[src/rtl/mem32_seq8.sv]
// Word-to-byte access sequencer: one 32-bit read/write request is serialized
// into four little-endian byte cycles on a single-port, 1-cycle-latency byte memory.
module mem32_seq8 #(
    parameter int AW = 17
) (
    input  logic          clk,
    input  logic          rst_n,
    input  logic          req,
    input  logic          we,
    input  logic [3:0]    bmsk,
    input  logic [AW-3:0] ai,
    input  logic [31:0]   vi,
    output logic          ready,
    output logic          ack,
    output logic [31:0]   vo,
    output logic          m_we,
    output logic [AW-1:0] m_ai,
    output logic [7:0]    m_vi,
    input  logic [7:0]    m_vo
);

    typedef enum logic [1:0] {
        IDLE  = 2'd0,
        ISSUE = 2'd1,
        TAIL  = 2'd2,
        ACK   = 2'd3
    } state_t;

    state_t        r_state;
    logic [1:0]    r_k;
    logic          r_we;
    logic [3:0]    r_bmsk;
    logic [AW-3:0] r_ai;
    logic [31:0]   r_vi;
    logic [31:0]   r_vo;
    logic          r_m_we;
    logic [AW-1:0] r_m_ai;
    logic [7:0]    r_m_vi;

    logic          w_accept;
    logic [1:0]    w_k_next;
    logic [1:0]    w_cap_idx;

    assign ready     = (r_state == IDLE) || (r_state == ACK);
    assign ack       = (r_state == ACK);
    assign w_accept  = req && ready;
    assign w_k_next  = r_k + 2'd1;
    // Read data for byte k arrives one cycle after it was presented.
    assign w_cap_idx = r_k - 2'd1;

    assign vo   = r_vo;
    assign m_we = r_m_we;
    assign m_ai = r_m_ai;
    assign m_vi = r_m_vi;

    always_ff @(posedge clk or negedge rst_n) begin
        if (!rst_n) begin
            r_state <= IDLE;
            r_k     <= 2'd0;
            r_we    <= 1'b0;
            r_bmsk  <= 4'd0;
            r_ai    <= '0;
            r_vi    <= 32'd0;
            r_vo    <= 32'd0;
            r_m_we  <= 1'b0;
            r_m_ai  <= '0;
            r_m_vi  <= 8'd0;
        end else begin
            r_m_we <= 1'b0;
            case (r_state)
                IDLE, ACK: begin
                    if (w_accept) begin
                        r_state <= ISSUE;
                        r_k     <= 2'd0;
                        r_we    <= we;
                        r_bmsk  <= bmsk;
                        r_ai    <= ai;
                        r_vi    <= vi;
                        // Byte 0 goes out in the first ISSUE cycle, so load it at accept.
                        r_m_ai  <= {ai, 2'b00};
                        r_m_we  <= we & bmsk[0];
                        r_m_vi  <= vi[7:0];
                    end else begin
                        r_state <= IDLE;
                    end
                end
                ISSUE: begin
                    r_k <= w_k_next;
                    if (!r_we && (r_k != 2'd0)) begin
                        r_vo[{w_cap_idx, 3'b000} +: 8] <= m_vo;
                    end
                    if (r_k == 2'd3) begin
                        r_state <= r_we ? ACK : TAIL;
                    end else begin
                        r_m_ai <= {r_ai, w_k_next};
                        r_m_we <= r_we & r_bmsk[w_k_next];
                        r_m_vi <= r_vi[{w_k_next, 3'b000} +: 8];
                    end
                end
                TAIL: begin
                    r_vo[31:24] <= m_vo;
                    r_state     <= ACK;
                end
                default: r_state <= IDLE;
            endcase
        end
    end

endmodule

[config.mk]
export PLATFORM = sky130hd
export DESIGN_NAME = mem32_seq8
export DESIGN_NICKNAME = d
export VERILOG_FILES = /design/src/rtl/mem32_seq8.sv
export SDC_FILE = /design/constraint.sdc
export NUM_CORES = 1
export LEC_CHECK = 0
export CAP_MARGIN = 20
export CORE_MARGIN = 1
export CORE_UTILIZATION = 40
export DETAILED_ROUTE_END_ITERATION = 10
export PLACE_DENSITY = 0.77
export SLEW_MARGIN = 10
export SYNTH_ARGS = -nofsm -noshare
export SYNTH_HDL_FRONTEND = slang
export SYNTH_SLANG_ARGS = --single-unit
export TNS_END_PERCENT = 5
[constraint.sdc]
create_clock -name clk -period 2.8 [get_ports clk]
set_clock_uncertainty 0.1 [all_clocks]
set_input_delay 0.56 -clock clk [delete_from_list [all_inputs] [get_ports clk]]
set_output_delay 0.56 -clock clk [all_outputs]
set_load 0.005 [all_outputs]
==> summary.md <==
Count of pins over their slew limit: 0. The flow ran to the end, and the final reports show no timing, DRC or antenna violations. 123 I/O pins were placed. Clock sink total: 114. After synthesis, the cell types taking the most area are sky130_fd_sc_hd__dfrtp_1, sky130_fd_sc_hd__mux2_2, sky130_fd_sc_hd__nand2_1, sky130_fd_sc_hd__mux2i_1, sky130_fd_sc_hd__o21ai_0.

Number of global-route vias before repair: 3819. In this run the standard cell core region covers 12600 um^2. After routing, the total negative slack on setup checks comes to 0 ps. CTS built an H-tree with a depth of 4. The critical path class was reg -> out. For the initial core utilization, the log shows 0.410. The worst path in the final design needs a cycle of 2610 ps, including I/O delays and setup. The tools report the post-synth net total as 480. Entering global routing, the biggest net connects 58 pins. After detailed placement, the total cell area comes to 6560 um^2. STA classifies the critical path endpoint as an output pin.

The die is 115 um tall. The post-route fraction of the period consumed by the critical path came out at 0.932. The tools report the nature of the critical path startpoint as a register. The synthesized instance count is 407. The worst flop-to-flop path endpoint was m_vi[7]$_DFFE_PN0P_.

The worst hold path was traced through 2 stages. The estimated wirelength of the detail-placed design was 8230 um. In this run the worst path has a maximum fanout of 11. The worst-case IR drop observed on VDD is 0.000583 V. Setup violations remaining at the end of the flow were counted as 0.

The run gives 18800 um as the wire length of the first global-routing pass. The slack of the worst reg-to-reg path came out at 480 ps. The post-CTS setup repair buffer count was 0; the routability congestion estimate was 0.782. For this design the ratio of total power to cell area is 1270 nW/um^2. The longest clock path from root to sink contains 2 buffers. After detailed routing, the average wire length per cell comes to 16.4 um. The detailed router finished its first iteration with 212 violations. Sorting the synthesized cells by how often they occur yields sky130_fd_sc_hd__dfrtp_1, sky130_fd_sc_hd__mux2_2, sky130_fd_sc_hd__nand2_1. The run gives 0 as the yosys synthesis warning count.

After detailed routing, the total wire length is 11800 um. sky130_fd_sc_hd__dfrtp_1 takes more of the synthesized area than any other cell. The area share of the leading cell type in the synthesized netlist was 0.554. Data required time of the worst path: 2140 ps. Timing would allow up to 0.383 GHz.

In the routed layout, each cell is associated on average with a via count of 5.06. In this run, synthesis inferred 0 flip-flops with an integrated enable. At the pin with the least slew margin, the transition time is 706 ps.

The worst register-to-register path begins at r_k[0]$_DFFE_PN0P_. The logs give 0.189 for the combined global-route utilization of all metal layers and 4 for the number of search-and-repair iterations in the first detailed-routing pass. During placement, the flow inserted port buffers numbering 122. The most used flip-flop cell after synthesis is sky130_fd_sc_hd__dfrtp_1. The max-slew headroom at the worst pin came out at 0.523. A synthesized cell averages 12.7 um^2. The detail route stage leaves a number of antenna-violating nets equal to 0. The worst hold path begins at vo[11]$_DFFE_PN0P_. The share of cells above drive strength 1 came out at 0.254. For the worst setup path, the data arrival time is 1950 ps. The analysis attributes to cell leakage a power of 0.00300 uW. The tools report the number of clock buffers inserted by TritonCTS as 17. The repair_antennas step left the layout with diodes totalling 0. From synthesis to final layout, the design area changed by 38.8%. The final-stage net count is 607, and the overflow left after global routing is 0.

The design area is 7150 um^2. The worst hold endpoint is vo[11]$_DFFE_PN0P_. The clock transition at the registers of the reported paths was 50 ps. The tools report the number of hold violations in the final report as 0.

For the worst flop-to-flop path, the logic depth is 5. At the later pin of the worst-skew pair, clock insertion delay measures 420 ps. The number of placed instances, taps included, is 686. Netlist area before placement: 5150 um^2. The part of the Yosys area used for sequential elements is 0.554. For the initial antenna violation count, the log shows 0. In the routed design, unresolved DRC markers number 0.

The utilization after layout is 0.569. After the flow finishes, the layout carries non-filler instances totaling 719. Setup repair after global routing left no endpoint under its margin.

The worst hold path belongs to the class reg -> reg. The fraction of registers with async set/reset works out to 1.00. The max-cap check violation count came out at 0. The distinct cell type count of the synthesized netlist came out at 38.

Summing over every cut layer, the via total after detailed routing is 3637. TritonCTS built the clock tree. The cell sitting at the root of the clock tree is a sky130_fd_sc_hd__clkbuf_16. The most common cell in the synthesized netlist is sky130_fd_sc_hd__dfrtp_1. The flip-flop and latch count after synthesis is 114. Die width: 115 um. The initialized floorplan defines 41 standard-cell rows. For the full die area, the log shows 13300 um^2.
logic make-up after synthesis:
| logic type | after synthesis | share of synthesized area |
|---|---|---|
| AND/OR/NAND/NOR | 90 | 0.0826 |
| buffers and inverters | 29 | 0.0304 |
| multiplexers | 108 | 0.234 |
| AO/OA/AOI/OAI | 55 | 0.0726 |
| XOR/XNOR | 1 | 0.00170 |
| adder cells (fa/ha/maj) | 10 | 0.0243 |
| flip-flops | 114 | 0.554 |
power breakdown:
part           switching [uW]  leakage [uW]  total (uW)  internal [uW]
registers                 478       0.00135        2970           2490
logic                    1650       0.00137        3990           2340
clock network             733      0.000282        2100           1370
total                    2860       0.00300        9050           6190
registers in the layout (all words and copies together), names as in the netlist:
register	cells
r_vi	32
vo	32
m_ai	17
r_ai	15
m_vi	8
r_bmsk	4
r_k	2
r_state	2
m_we	1
r_we	1
critical path, cell delays in order, from the launching register on:
cell	delay, ps
sky130_fd_sc_hd__dfrtp_1	390
sky130_fd_sc_hd__inv_1	60
sky130_fd_sc_hd__ha_1	510
sky130_fd_sc_hd__clkdlybuf4s50_1	570
area by class of cell:
type                            count  area [um^2]
Clock inverter                     10          108
Timing Repair Buffer              132         1330
Inverter                            5         18.8
Sequential cell                   114         2850
Multi-Input combinational cell    264         2150
Tap cell                          172          215
Clock buffer                       22          474
Fill cell                        1049         5420
per-layer routing:
metal	global-route usage	routed length, um	vias up
li1	-	-	1699
met4	0.0848	280	0
met1	0.217	4810	1795
met3	0.0696	834	25
met2	0.316	5840	118
met5	0	0	-
how the worst max path moves through the flow:
stage,slack [ps],startpoint,to
2_1_floorplan,560,r_k[0]$_DFFE_PN0P_,m_vi[0]$_DFFE_PN0P_
3_3_place_gp,450,req,m_ai[5]$_DFFE_PN0P_
3_5_place_dp,410,req,m_ai[2]$_DFFE_PN0P_
4_1_cts,190,r_state[0]$_DFFE_PN0P_,ready
5_1_grt,100,r_state[0]$_DFFE_PN0P_,ready
6_report,190,r_state[0]$_DFFE_PN0P_,ready
metrics by stage:
stage | setup WS (ps) | total power (uW) | hold WS [ps]
3_5_place_dp | 407 | 7000 | 369
3_3_place_gp | 447 | 6830 | 361
6_report | 189 | 9050 | 378
4_1_cts | 189 | 9140 | 381
2_1_floorplan | 556 | 5450 | 164
5_1_grt | 103 | 9620 | 390
cell usage in the layout (no fill, tap or decap), types with 3 or more instances in the layout:
master	netlist	layout
sky130_fd_sc_hd__dfrtp_1	114	114
sky130_fd_sc_hd__buf_12	0	3
sky130_fd_sc_hd__mux2i_1	16	16
sky130_fd_sc_hd__mux2_2	91	91
sky130_fd_sc_hd__o21ai_0	28	28
sky130_fd_sc_hd__clkinvlp_4	0	3
sky130_fd_sc_hd__a21oi_1	3	3
sky130_fd_sc_hd__a221oi_1	8	8
sky130_fd_sc_hd__nand4bb_1	3	3
sky130_fd_sc_hd__clkbuf_8	0	3
sky130_fd_sc_hd__nand3_1	8	8
sky130_fd_sc_hd__nor2_1	12	12
sky130_fd_sc_hd__clkdlybuf4s50_1	0	121
sky130_fd_sc_hd__clkinv_2	0	5
sky130_fd_sc_hd__o2bb2ai_1	8	8
sky130_fd_sc_hd__inv_1	5	5
sky130_fd_sc_hd__clkbuf_16	0	17
sky130_fd_sc_hd__nand2_1	55	54
sky130_fd_sc_hd__buf_4	3	7
sky130_fd_sc_hd__ha_1	10	9
repair_timing:
item | CTS | global route
gates resized for setup | 0 | 0
hold buffers | 1 | 0
hold endpoints to repair | 26 | 0
No activity file was read; power rests on OpenSTA's default activity.
